===== config.mk =====
export PLATFORM = sky130hd
export DESIGN_NAME = mem_access_stage
export DESIGN_NICKNAME = d
export VERILOG_FILES = /design/src/rtl/mem_access_stage.sv
export SDC_FILE = /design/constraint.sdc
export NUM_CORES = 1
export LEC_CHECK = 0
export BUFFER_PORTS_ARGS = -buffer_cell sky130_fd_sc_hd__buf_2
export CAP_MARGIN = 20
export CORE_MARGIN = 3
export CORE_UTILIZATION = 25
export DETAILED_ROUTE_END_ITERATION = 10
export HOLD_SLACK_MARGIN = 0.12
export PLACE_DENSITY = 0.51
export SYNTH_ARGS = -nofsm -noshare
export SYNTH_HDL_FRONTEND = slang
export SYNTH_SLANG_ARGS = --single-unit

===== constraint.sdc =====
create_clock -name clk -period 3.1 [get_ports clk]
set_input_delay 0.155 -clock clk [delete_from_list [all_inputs] [get_ports clk]]
set_output_delay 0.155 -clock clk [all_outputs]
set_load 0.005 [all_outputs]

===== src/rtl/mem_access_stage.sv =====
// MEM pipeline stage: drives the data-memory req/ack port, stalls upstream while an
// access is pending, resolves PCSrc and registers the MEM/WB results.
module mem_access_stage #(
  parameter int DATA_W         = 32,
  parameter int REG_W          = 5,
  parameter int TIMEOUT_CYCLES = 255
) (
  input  logic              clk,
  input  logic              rst_n,
  input  logic [DATA_W-1:0] PC_next_MEM,
  input  logic [DATA_W-1:0] ALU_result_MEM,
  input  logic [DATA_W-1:0] Read_Data_2_MEM,
  input  logic              Branch_MEM,
  input  logic              Zero_MEM,
  input  logic              Jump_MEM,
  input  logic              MemRead_MEM,
  input  logic              MemWrite_MEM,
  input  logic              MemToReg_MEM,
  input  logic              RegWrite_MEM,
  input  logic [REG_W-1:0]  Write_register_MEM,
  output logic              dmem_req,
  output logic              dmem_we,
  output logic [DATA_W-1:0] dmem_addr,
  output logic [DATA_W-1:0] dmem_wdata,
  input  logic              dmem_ack,
  input  logic [DATA_W-1:0] dmem_rdata,
  output logic              stall,
  output logic              PCSrc_MEM,
  output logic [DATA_W-1:0] PC_target,
  output logic [DATA_W-1:0] Read_Data_WB,
  output logic [DATA_W-1:0] ALU_result_WB,
  output logic              MemToReg_WB,
  output logic              RegWrite_WB,
  output logic [REG_W-1:0]  Write_register_WB,
  output logic              mem_err
);

  localparam int CNT_W = (TIMEOUT_CYCLES > 1) ? $clog2(TIMEOUT_CYCLES) : 1;
  localparam logic [CNT_W-1:0] CNT_LAST = CNT_W'(TIMEOUT_CYCLES - 1);
  localparam logic [CNT_W-1:0] CNT_ONE  = CNT_W'(1);

  typedef enum logic [0:0] {IDLE = 1'b0, ACCESS = 1'b1} state_t;

  state_t           state_r, next_state_s;
  logic [CNT_W-1:0] cnt_r;
  logic             access_s, stall_s, start_s, ack_s, abort_s;

  assign access_s  = MemRead_MEM | MemWrite_MEM;
  // Reset forces stall low so the pipeline is released while the stage is held in reset.
  assign stall     = stall_s & rst_n;
  assign PCSrc_MEM = (Jump_MEM | (Branch_MEM & Zero_MEM)) & ~stall;
  assign PC_target = PC_next_MEM;

  // Next-state and per-cycle control decode.
  always_comb begin
    next_state_s = state_r;
    stall_s      = 1'b0;
    start_s      = 1'b0;
    ack_s        = 1'b0;
    abort_s      = 1'b0;
    case (state_r)
      IDLE: begin
        if (access_s) begin
          stall_s      = 1'b1;
          start_s      = 1'b1;
          next_state_s = ACCESS;
        end else begin
          next_state_s = IDLE;
        end
      end
      ACCESS: begin
        if (dmem_ack) begin
          ack_s        = 1'b1;
          next_state_s = IDLE;
        end else if (cnt_r == CNT_LAST) begin
          abort_s      = 1'b1;
          next_state_s = IDLE;
        end else begin
          stall_s      = 1'b1;
        end
      end
      default: next_state_s = IDLE;
    endcase
  end

  // State, timeout counter and memory-port registers.
  always_ff @(posedge clk or negedge rst_n) begin
    if (!rst_n) begin
      state_r    <= IDLE;
      cnt_r      <= '0;
      dmem_req   <= 1'b0;
      dmem_we    <= 1'b0;
      dmem_addr  <= {DATA_W{1'b0}};
      dmem_wdata <= {DATA_W{1'b0}};
      mem_err    <= 1'b0;
    end else begin
      state_r <= next_state_s;
      mem_err <= mem_err | abort_s;
      if (start_s) begin
        cnt_r      <= '0;
        dmem_req   <= 1'b1;
        dmem_we    <= MemWrite_MEM;
        dmem_addr  <= ALU_result_MEM;
        dmem_wdata <= Read_Data_2_MEM;
      end else if (ack_s || abort_s) begin
        dmem_req <= 1'b0;
      end else if (state_r == ACCESS) begin
        cnt_r <= cnt_r + CNT_ONE;
      end else begin
        cnt_r <= cnt_r;
      end
    end
  end

  // MEM/WB register: stalled and aborted instructions retire as bubbles.
  always_ff @(posedge clk or negedge rst_n) begin
    if (!rst_n) begin
      Read_Data_WB      <= {DATA_W{1'b0}};
      ALU_result_WB     <= {DATA_W{1'b0}};
      MemToReg_WB       <= 1'b0;
      RegWrite_WB       <= 1'b0;
      Write_register_WB <= {REG_W{1'b0}};
    end else if (stall_s) begin
      MemToReg_WB <= 1'b0;
      RegWrite_WB <= 1'b0;
    end else begin
      ALU_result_WB     <= ALU_result_MEM;
      Write_register_WB <= Write_register_MEM;
      MemToReg_WB       <= abort_s ? 1'b0 : MemToReg_MEM;
      RegWrite_WB       <= abort_s ? 1'b0 : RegWrite_MEM;
      Read_Data_WB      <= (ack_s && !dmem_we) ? dmem_rdata : {DATA_W{1'b0}};
    end
  end

endmodule

# Word-level counts from Yosys, hierarchy flattened
# Index checks and enable logic that the tools add are counted.
# totals
ff_bits	147
input_bits	143
output_inout_bits	172
wordCells	49
# classes
add_sub_neg	1
n_eq_ne	2
mux	20
bitwise	8
n_reduce_logical	6
# op_table
operator	n
two-way mux 32 bit	1
two-way mux 8 bit	3
two-way mux 1 bit	15
adder 8 x 1 -> 8 bit, second input constant	1
equality test 8 bit, second input constant	1
nonzero test 2 bit	2
bitwise AND 1 bit	3
bitwise OR 1 bit	3
inequality test 2 bit, second input constant	1
NOT 1 bit	2
one-hot mux 1 bit (2 select lines)	1
AND reduction 2 bit	1
logical AND 1 bit	1
logical NOT 1 bit	1
logical OR 1 bit	1

# Depth between registers and ports, before layout
# logic_depth
ltp_word	7
depth_mapped	8
ltp_nobuf	6

# Worst setup path after synthesis
# No wires, ideal clock.
# synth_path
kind	flip-flop to flip-flop
start	register cnt_r[0]
end	register ALU_result_WB[0]
setup_ps	125
t_arrival_ps	1584
required_ps	2975
slack_ps	1392
stages_incl_launch_ff	7
path_buffers	1
synth_period_minus_slack_ps	1708
path_cell_list	dfrtp_1 inv_1 ha_1 nand4_1 o21ai_4 buf_2 mux2_2
# synth_via
elab_chain_len	4
# synth_rtl
item	line	text
start, declared	45	logic [CNT_W-1:0] cnt_r;
start signal, assigned	108	cnt_r <= cnt_r + CNT_ONE;
start signal, assigned	110	cnt_r <= cnt_r;
equality test 8 bit	75	end else if (cnt_r == CNT_LAST) begin
two-way mux 1 bit	75	
two-way mux 1 bit	72	if (dmem_ack) begin
one-hot mux 1 bit (2 select lines)	61	case (state_r)
end signal, assigned	119	ALU_result_WB <= {DATA_W{1'b0}};
end signal, assigned	127	ALU_result_WB <= ALU_result_MEM;
end, declared	31	output logic [DATA_W-1:0] ALU_result_WB,
# No other way between the ends.
# A chain may end at the register's enable or synchronous reset.

# Final worst setup path
# layout_path
start	register cnt_r[0]
end	output port stall
# layout_via
elab_chain_len	5
# layout_rtl
item	line	text
equality test 8 bit	75	
two-way mux 1 bit	75	
two-way mux 1 bit	72	
one-hot mux 1 bit (2 select lines)	61	
bitwise AND 1 bit	50	assign stall = stall_s & rst_n;
end, declared	27	output logic stall,
# No other way between the ends.

==> impl_metrics.tcl <==
set metrics [dict create \
    status "completed" \
    ant_nets 0 \
    dp_cells 1036 \
    htreeDepth 4 \
    path_buf_inv 3 \
    portBuffers 250 \
    syn-num-nets 669 \
    cts_tree "built" \
    critPathMaxStageDelay_ps 420 \
    grt_start_max_net_pins 80 \
    pwr-share-clk 0.381 \
    cp_top_family "buffers and inverters" \
    root_buffer "clkbuf_16" \
    ys_types 33 \
    dieWidth_um 159 \
    fin_skew_ps 6.19 \
    setup-tns-final_ps 0 \
    cp-end-kind "primary output" \
    ctsResizeCount 0 \
    io_pins 315 \
    r2r-start "cnt_r[0]$_DFFE_PN0P_" \
    hpwl_um 11100 \
    synth_top_area_share 0.631 \
    setup_viol 0 \
    fmax_mhz 377 \
    mostFrequentLayoutCells "buf_2, nand2_1, dfrtp_1, dlygate4sd3_1, mux2_2" \
    finalWirelength_um 17100 \
    worstRegToRegCells 6 \
    antenna_found_initial 0 \
    slowest_stage "dfrtp_1" \
    grt_pass1_vias 5009 \
    synth_top_area_cell "dfrtp_1" \
    cp_cell_sequence "inv_1, ha_1, nand4_1, o21ai_4, inv_2, and2_1, buf_2" \
    area_growth_syn_to_layout_pct 52.8 \
    avgSynthCellArea_um2 11.1 \
    ys_seq_area_frac 0.631 \
    final_layout_size_suffix_gt1_frac 0.385 \
    grt-ovfl-total 0 \
    finalHoldViolCount 0 \
    max-cap-violations 0 \
    hp-class "primary input to asynchronous set/reset pin" \
    pwr-share-comb 0.200 \
    yosysWarningCount 0 \
    dr.pass1.iters 4 \
    viasPerCell 4.13 \
    crit_start "cnt_r[0]$_DFFE_PN0P_" \
    grt_setup_unrepaired "false" \
    drv_slew 0 \
    wl_per_cell_um 14.5 \
    critPathArrivalTime_ps 2500 \
    grt_use_total 0.134 \
    slew_headroom 0.498 \
    core_um2 22800 \
    start_util 0.256 \
    leakagePower_nw 4.63 \
    die_area_um2 25200 \
    post-route-period-util 0.855 \
    required_ps 2940 \
    fillCellCount 2219 \
    final_common_cell "buf_2" \
    netSwitchingPower_mw 1.61 \
    cts_buffers 17 \
    fin_crit_ps 2650 \
    powerDensity_nw_per_um2 662 \
    cts_buffer_depth 2 \
    switching_share 0.274 \
    clkSinkCount 147 \
    rows 55 \
    crit_type "flip-flop to primary output" \
    cp_max_fo 38 \
    gp_congestion 0.726 \
    crit_path_start_kind "flip-flop" \
    clk_latency_ps 410 \
    grt_pass1_wl_um 26300 \
    ir_worst_vdd_v 0.000301 \
    vias 4857 \
    nNetsFinal 994 \
    synthCells 524 \
    ys_ff_latch 147 \
    final-instance-count-excl-fill 1175 \
    pwr-share-seq 0.419 \
    antenna_cells 0 \
    drt_iter0_markers 200 \
    clk_pin_slew_worst_paths_ps 60 \
    r2r_end "ALU_result_WB[28]$_DFFE_PN0P_" \
    reg2reg_slack_ps 910 \
    worst_pin_slew_ps 753 \
    drcViolationCount 0 \
    die-height_um 159 \
    synthesis.area_um2 5830 \
    synth_area_leaders "dfrtp_1, nand2_1, mux2_2" \
    internal-power_mw 4.28 \
]
==> per-stage QoR <==
stage / total power [mW] / utilization / hold slack [ps] / instance area (um2) / setup WS, ps
final: 5.89 / 0.391 / 310 / 8900 / 449
after CTS: 5.99 / 0.391 / 310 / 8900 / 362
after floorplan: 3.01 / - / -141 / 5830 / 1390
after global placement: 3.58 / 0.316 / 257 / 7190 / 855
after detailed placement: 3.58 / 0.316 / 253 / 7190 / 825
after global routing: 6.26 / 0.391 / 310 / 8900 / 223
==> synthesized netlist by cell type, drive strengths merged <==
cell / number
a31oi: 1
nand3b: 1
inv: 5
and2: 1
dfrtp: 147
a21oi: 3
mux2: 38
nor2b: 3
nand2b: 1
o31a: 2
nor2: 8
nor4: 1
ha: 2
buf: 45
o21ai: 1
clkbuf: 13
a211oi: 1
nand2: 202
nor3: 2
or3: 1
nand4: 3
or2: 1
o21bai: 1
o21a: 1
mux2i: 5
xnor2: 1
nand3: 2
a22o: 32
==> kinds of logic after synthesis <==
kind of cell,Yosys count,synth area share
simple gates,226,0.153
flops,147,0.631
buf+inv,63,0.0668
mux,43,0.0820
compound gates,42,0.0614
fa+ha+maj,2,0.00429
xor+xnor,1,0.00150
==> cell type report <==
type / instances / area [um2] / area share
flip-flops and latches: 147 / 3680 / 0.413
inverters: 5 / 18.8 / 0.00211
well taps: 313 / 392 / 0.0440
repair buffers: 364 / 2410 / 0.270
clock buffers: 19 / 443 / 0.0497
multi-input cells: 314 / 1770 / 0.199
clock inverters: 13 / 196 / 0.0221
==> repair_timing <==
item,in CTS,in global routing
hold buffers,107,0
hold endpoints to repair,213,0
buffers inserted,0,0
==> power by group through the flow <==
stage                     logic (mW)  clock network, mW  registers, mW
after floorplan                0.483                  0           2.52
after global placement          1.09                  0           2.49
final                           1.18               2.24           2.47
after detailed placement        1.10                  0           2.49
after CTS                       1.20               2.33           2.46
after global routing            1.33               2.42           2.51
==> routing by layer <==
metal,vias up,wire length (um),GRT usage
met5,-,0,0
met4,0,500,0.0598
met3,57,1350,0.0454
met2,172,8200,0.222
met1,2290,7040,0.157
li1,2338,-,-
==> sequential cells by signal, summed over array words and instances, names as in the netlist <==
signal,count
ALU_result_WB,32
Read_Data_WB,32
dmem_addr,32
dmem_wdata,32
cnt_r,8
Write_register_WB,5
MemToReg_WB,1
RegWrite_WB,1
dmem_req,1
dmem_we,1
mem_err,1
state_r,1
==> worst max path at each step <==
stage	endpoint	slack, ps	depth (start not counted)
final	stall	450	7
after global routing	stall	220	7
after CTS	stall	360	7
after detailed placement	stall	830	7
after global placement	stall	860	7
after floorplan	ALU_result_WB[0]$_DFFE_PN0P_	1390	6
Note: power is estimated with default switching activity, not from simulation.
